## src/rtl/object_motion.sv

```systemverilog
// Tick-driven motion engine for one on-screen object: gravity, slice, exit.
// OBJECT_MOTION_WALL_BOUNCE_EN: x edges clamp and reflect instead of ending flight.
module object_motion #(
    parameter int X_W      = 10,
    parameter int Y_W      = 9,
    parameter int V_W      = 8,
    parameter int SCREEN_W = 640,
    parameter int SCREEN_H = 480,
    parameter int GRAVITY  = 1,
    parameter int V_MAX    = 15
) (
    input  logic           clk,
    input  logic           rst,
    input  logic           tick,
    input  logic           launch,
    input  logic [X_W-1:0] launch_x,
    input  logic [Y_W-1:0] launch_y,
    input  logic [V_W-1:0] launch_vx,
    input  logic [V_W-1:0] launch_vy,
    input  logic           slice,
    output logic [X_W-1:0] posx,
    output logic [Y_W-1:0] posy,
    output logic [V_W-1:0] vy_o,
    output logic           active,
    output logic           sliced_o,
    output logic           done
);
    localparam int W = ((X_W > Y_W) ? X_W : Y_W) + 2;
    localparam logic signed [W-1:0] XMAX = W'(SCREEN_W - 1);
    localparam logic signed [W-1:0] YLIM = W'(SCREEN_H);
    localparam logic signed [V_W:0] GV   = (V_W+1)'(GRAVITY);
    localparam logic signed [V_W:0] VM   = (V_W+1)'(V_MAX);

    typedef enum logic [1:0] {IDLE, FLY, EXIT} state_t;

    state_t                state;
    logic [1:0]            samp;
    logic [V_W-1:0]        vx;
    logic                  upd;
    logic [V_W-1:0]        vx_eff;
    logic signed [W-1:0]   nx;
    logic signed [W-1:0]   ny;
    logic                  x_lo;
    logic                  x_hi;
    logic                  x_exit;
    logic                  y_top;
    logic                  y_exit;
    logic [V_W-1:0]        vy_base;
    logic signed [V_W:0]   vg;
    logic [V_W-1:0]        vy_next;

    assign upd = (samp == 2'b01);

    // A same-cycle slice zeroes vx before the position step uses it.
    always_comb begin
        vx_eff  = slice ? '0 : vx;
        nx      = $signed({{(W-X_W){1'b0}}, posx})
                + $signed({{(W-V_W){vx_eff[V_W-1]}}, vx_eff});
        ny      = $signed({{(W-Y_W){1'b0}}, posy})
                + $signed({{(W-V_W){vy_o[V_W-1]}}, vy_o});
        x_lo    = nx[W-1];
        x_hi    = nx > XMAX;
`ifdef OBJECT_MOTION_WALL_BOUNCE_EN
        x_exit  = 1'b0;
`else
        x_exit  = x_lo | x_hi;
`endif
        y_top   = ny[W-1];
        y_exit  = (ny >= YLIM) && !vy_o[V_W-1] && (vy_o != '0);
        vy_base = y_top ? '0 : vy_o;
        vg      = $signed({vy_base[V_W-1], vy_base}) + GV;
        vy_next = (vg > VM) ? VM[V_W-1:0] : vg[V_W-1:0];
    end

    always_ff @(posedge clk) begin
        if (rst) begin
            state    <= IDLE;
            samp     <= 2'b00;
            vx       <= '0;
            posx     <= '0;
            posy     <= '0;
            vy_o     <= '0;
            active   <= 1'b0;
            sliced_o <= 1'b0;
            done     <= 1'b0;
        end else begin
            samp <= {samp[0], tick};
            unique case (state)
                IDLE: begin
                    done <= 1'b0;
                    if (launch) begin
                        posx     <= launch_x;
                        posy     <= launch_y;
                        vx       <= launch_vx;
                        vy_o     <= launch_vy;
                        sliced_o <= 1'b0;
                        active   <= 1'b1;
                        state    <= FLY;
                    end
                end
                FLY: begin
                    if (slice) begin
                        vx       <= '0;
                        sliced_o <= 1'b1;
                    end
                    if (upd) begin
                        if (x_exit) begin
                            state  <= EXIT;
                            active <= 1'b0;
                            done   <= 1'b1;
                        end else begin
`ifdef OBJECT_MOTION_WALL_BOUNCE_EN
                            if (x_lo) begin
                                posx <= '0;
                                vx   <= -vx_eff;
                            end else if (x_hi) begin
                                posx <= XMAX[X_W-1:0];
                                vx   <= -vx_eff;
                            end else begin
                                posx <= nx[X_W-1:0];
                            end
`else
                            posx <= nx[X_W-1:0];
`endif
                            vy_o <= vy_next;
                            if (y_exit) begin
                                state  <= EXIT;
                                active <= 1'b0;
                                done   <= 1'b1;
                            end else begin
                                posy <= y_top ? '0 : ny[Y_W-1:0];
                            end
                        end
                    end
                end
                EXIT: begin
                    done  <= 1'b0;
                    state <= IDLE;
                end
                default: begin
                    done   <= 1'b0;
                    active <= 1'b0;
                    state  <= IDLE;
                end
            endcase
        end
    end
endmodule

```

## config.mk

```make
export PLATFORM = sky130hd
export DESIGN_NAME = object_motion
export DESIGN_NICKNAME = d
export VERILOG_FILES = /design/src/rtl/object_motion.sv
export SDC_FILE = /design/constraint.sdc
export NUM_CORES = 1
export LEC_CHECK = 0
export ABC_AREA = 1
export CORE_ASPECT_RATIO = 1.5
export CORE_MARGIN = 8
export CORE_UTILIZATION = 53
export DETAILED_ROUTE_END_ITERATION = 12
export MAX_ROUTING_LAYER = met4
export PLACE_DENSITY = 0.94
export SYNTH_ARGS = -nofsm -noshare
export SYNTH_HDL_FRONTEND = slang
export SYNTH_SLANG_ARGS = --single-unit
```

## constraint.sdc

```tcl
create_clock -name clk -period 3.7 [get_ports clk]
set_clock_uncertainty 0.15 [all_clocks]
set_input_delay 0.37 -clock clk [delete_from_list [all_inputs] [get_ports clk]]
set_output_delay 0.37 -clock clk [all_outputs]
set_load 0.01 [all_outputs]
```

==> reports/qor.yml, run 1 <==
drtPass1Iterations: 4
drt-initial-drc-count: 327
setup.worst_path.end_class: "flop"
setup_violations: 0
vias_per_cell: 5.47
slew_violations: 0
grt_pass1_wl_mm: 16.9
peakVddDrop_uv: 277
cts_tree: "yes"
status: "finished, final reports clean"
yosys-top-cells-area: "dfxtp_1, nand2_1, ha_1, nor2_1, inv_1"
timing_hold_violations_final: 0
port_buffers: 69
floorplan.initialDensity: 0.539
fp.dieW_um: 82.1
timing.hold.ws_ns: 0.316
rows: 36
worstSkewPairLatency_ns: 0.30
use_met2: 0.418
slew_headroom: 0.231
tightest_slew_ns: 1.15
powerDensity_mw_per_mm2: 513
track_usage: 0.230
io-pin-count: 70
place_inst: 686
drc_errors: 0
num-fill-cells: 585
grt.overflow.total: 0
clock_path_buffers: 2
grt_max_degree: 43
busiest_layer: "met2"
crit_type: "reg -> reg"
ant_nets: 0
syn_area_mm2: 0.00347
htree_levels: 2
yosysUniqueCellTypes: 37
synthCells: 548
fin_ws_ns: 0.270
yosysSeqAreaShare: 0.242
synth_top_area_share: 0.242
wl_per_cell_um: 15.1
antenna_found_initial: 0
hold_buffers: 0
cts_buffers: 5
drive_gt1_frac: 0.135
yosys.area.top_type: "dfxtp_1"
post-place-ws_ns: -0.0418
fin_cells: 697
p_leak_nw: 2.05
required_ns: 3.78
hold_depth: 2
fin_crit_sh: 0.927
cp_data_arrival_time_ns: 3.51
drt-total-wl_mm: 10.6
cts-root-buf: "clkbuf_8"
final_nets: 686
die_area_mm2: 0.00944
antenna_cells: 0
dp_hpwl_mm: 8.06
core-area_mm2: 0.00644
syn-num-nets: 614
total_power_w: 0.00225
hp-class: "reg -> reg"
clkTransAtPathRegs_ns: 0.09
period_minus_slack_ns: 3.43
rr_worst_depth: 23
num_vias: 3811
die_h_um: 115
fmax_mhz: 292
grt_pass1_vias: 3981
area_growth_pct: 26.6
syn_area_per_cell_um2: 6.33
met3_usage: 0.0313
crit_fanout: 8
synth_seq_cells: 42
yosysWarningCount: 0
use_met1: 0.216
globalplace.congestion: 0.951
startpoint_type: "flop"
clock_sinks: 42
max_cap_violations: 0
## layout make-up
| cell class | count | area [µm²] | area share |
|---|---|---|---|
| Inverter | 67 | 256 | 0.0584 |
| Tap cell | 76 | 95.1 | 0.0216 |
| Clock buffer | 6 | 72.6 | 0.0165 |
| Timing Repair Buffer | 83 | 796 | 0.181 |
| Multi-Input combinational cell | 421 | 2310 | 0.527 |
| Clock inverter | 2 | 13.8 | 0.00313 |
| Sequential cell | 42 | 845 | 0.192 |
## placed cells by master (no fill, tap or decap), types with 4 or more instances in the layout
| cell | n |
|---|---|
| or2_2 | 5 |
| ha_1 | 21 |
| inv_2 | 4 |
| o21ai_0 | 32 |
| nand2_1 | 152 |
| nand2_2 | 12 |
| buf_4 | 14 |
| a21oi_2 | 17 |
| clkbuf_8 | 5 |
| xnor2_1 | 5 |
| nand3_1 | 41 |
| inv_1 | 62 |
| dfxtp_1 | 39 |
| a31oi_1 | 7 |
| a21oi_1 | 16 |
| clkdlybuf4s50_1 | 69 |
| nand4_1 | 4 |
| nor2_1 | 69 |
| nand3_2 | 5 |
| xor2_1 | 5 |
| nor2_2 | 4 |
## stage by stage
stage	setup TNS, ns	util	area, µm²
2_1_floorplan	0	-	3470
3_3_place_gp	0	0.655	4220
6_report	0	0.682	4390
5_1_grt	-0.0899	0.682	4390
3_5_place_dp	-0.152	0.655	4220
4_1_cts	0	0.670	4310
## state kept, by name (all words and copies together), names as in the netlist
signal,flops
posx,10
posy,9
vx,8
vy_o,8
samp,2
state,2
active,1
done,1
sliced_o,1
## repair_timing
item / CTS / global route
gates cloned: 0 / 0
pin swaps: 1 / 3
resized for setup: 3 / 16
hold endpoints to repair: 0 / 0
setup endpoints to repair: 7 / 7
buffers inserted: 0 / 3
## power by group
group          internal (W)  switching (W)
sequential         0.000550      0.0000872
clock              0.000134       0.000178
combinational      0.000540       0.000765
## critical path: stages (launching register included)
cell	delay, ns
dfxtp_2	0.36
ha_2	0.19
inv_1	0.06
fa_2	0.36
inv_2	0.07
nand3_1	0.08
nand3_2	0.09
nand2_1	0.07
nand2_1	0.08
nand2_1	0.05
nand2_1	0.10
ha_4	0.25
nor2_4	0.13
inv_1	0.07
ha_1	0.31
nor3_2	0.17
nand2_1	0.06
nor2_1	0.11
nor2_1	0.06
nand3_1	0.09
nand2_2	0.11
nand2_1	0.10
nand3_1	0.09
a21oi_1	0.15
## metal layers
| layer | share of wire | vias up |
|---|---|---|
| met5 | 0 | - |
| met4 | 0.052 | 0 |
| met3 | 0.054 | 43 |
| met2 | 0.53 | 151 |
| met1 | 0.37 | 1728 |
| li1 | - | 1889 |
## cells in the mapped netlist (all sizes together)
| master | count |
|---|---|
| xor2 | 5 |
| or2 | 5 |
| nand2 | 167 |
| a22oi | 3 |
| nand3 | 46 |
| clkbuf | 5 |
| a31oi | 7 |
| nor2 | 77 |
| a21oi | 33 |
| fa | 2 |
| a221oi | 1 |
| o21ai | 33 |
| dfxtp | 42 |
| nand4 | 4 |
| inv | 67 |
| xnor2 | 5 |
| nor3 | 2 |
| buf | 13 |
| nand3b | 3 |
| nor4 | 1 |
| o31ai | 1 |
| ha | 24 |
| a22o | 2 |
## cell families (layout without fill, tap and decap cells)
group	after synthesis	in the layout	share of synthesized area
xor gates and xnor gates	10	10	0.0252
buffers and inverters	85	158	0.108
and+or+nand+nor	305	305	0.384
AOI/OAI and AO/OA	80	80	0.142
adders and majority gates	26	26	0.0981
DFF	42	42	0.242
## worst paths after layout
check / from / endpoint / slack, ns
worst min-delay path: done / done / 0.32
worst min register to register: done / done / 0.32
worst max-delay path: posy[0] / vy_o[0] / 0.27
worst max register to register: posy[0] / vy_o[0] / 0.27
Note: power is estimated with default switching activity, not from simulation.
==> run 2, diff against run 1 <==
--- a/config.mk
+++ b/config.mk
@@ -9,6 +9,7 @@
 export CORE_ASPECT_RATIO = 1.5
 export CORE_MARGIN = 8
 export CORE_UTILIZATION = 53
+export CTS_CLUSTER_DIAMETER = 150
 export DETAILED_ROUTE_END_ITERATION = 12
 export MAX_ROUTING_LAYER = met4
 export PLACE_DENSITY = 0.94
==> results of run 2 <==
The final DEF is identical to that of run 1; final timing and power are the same.
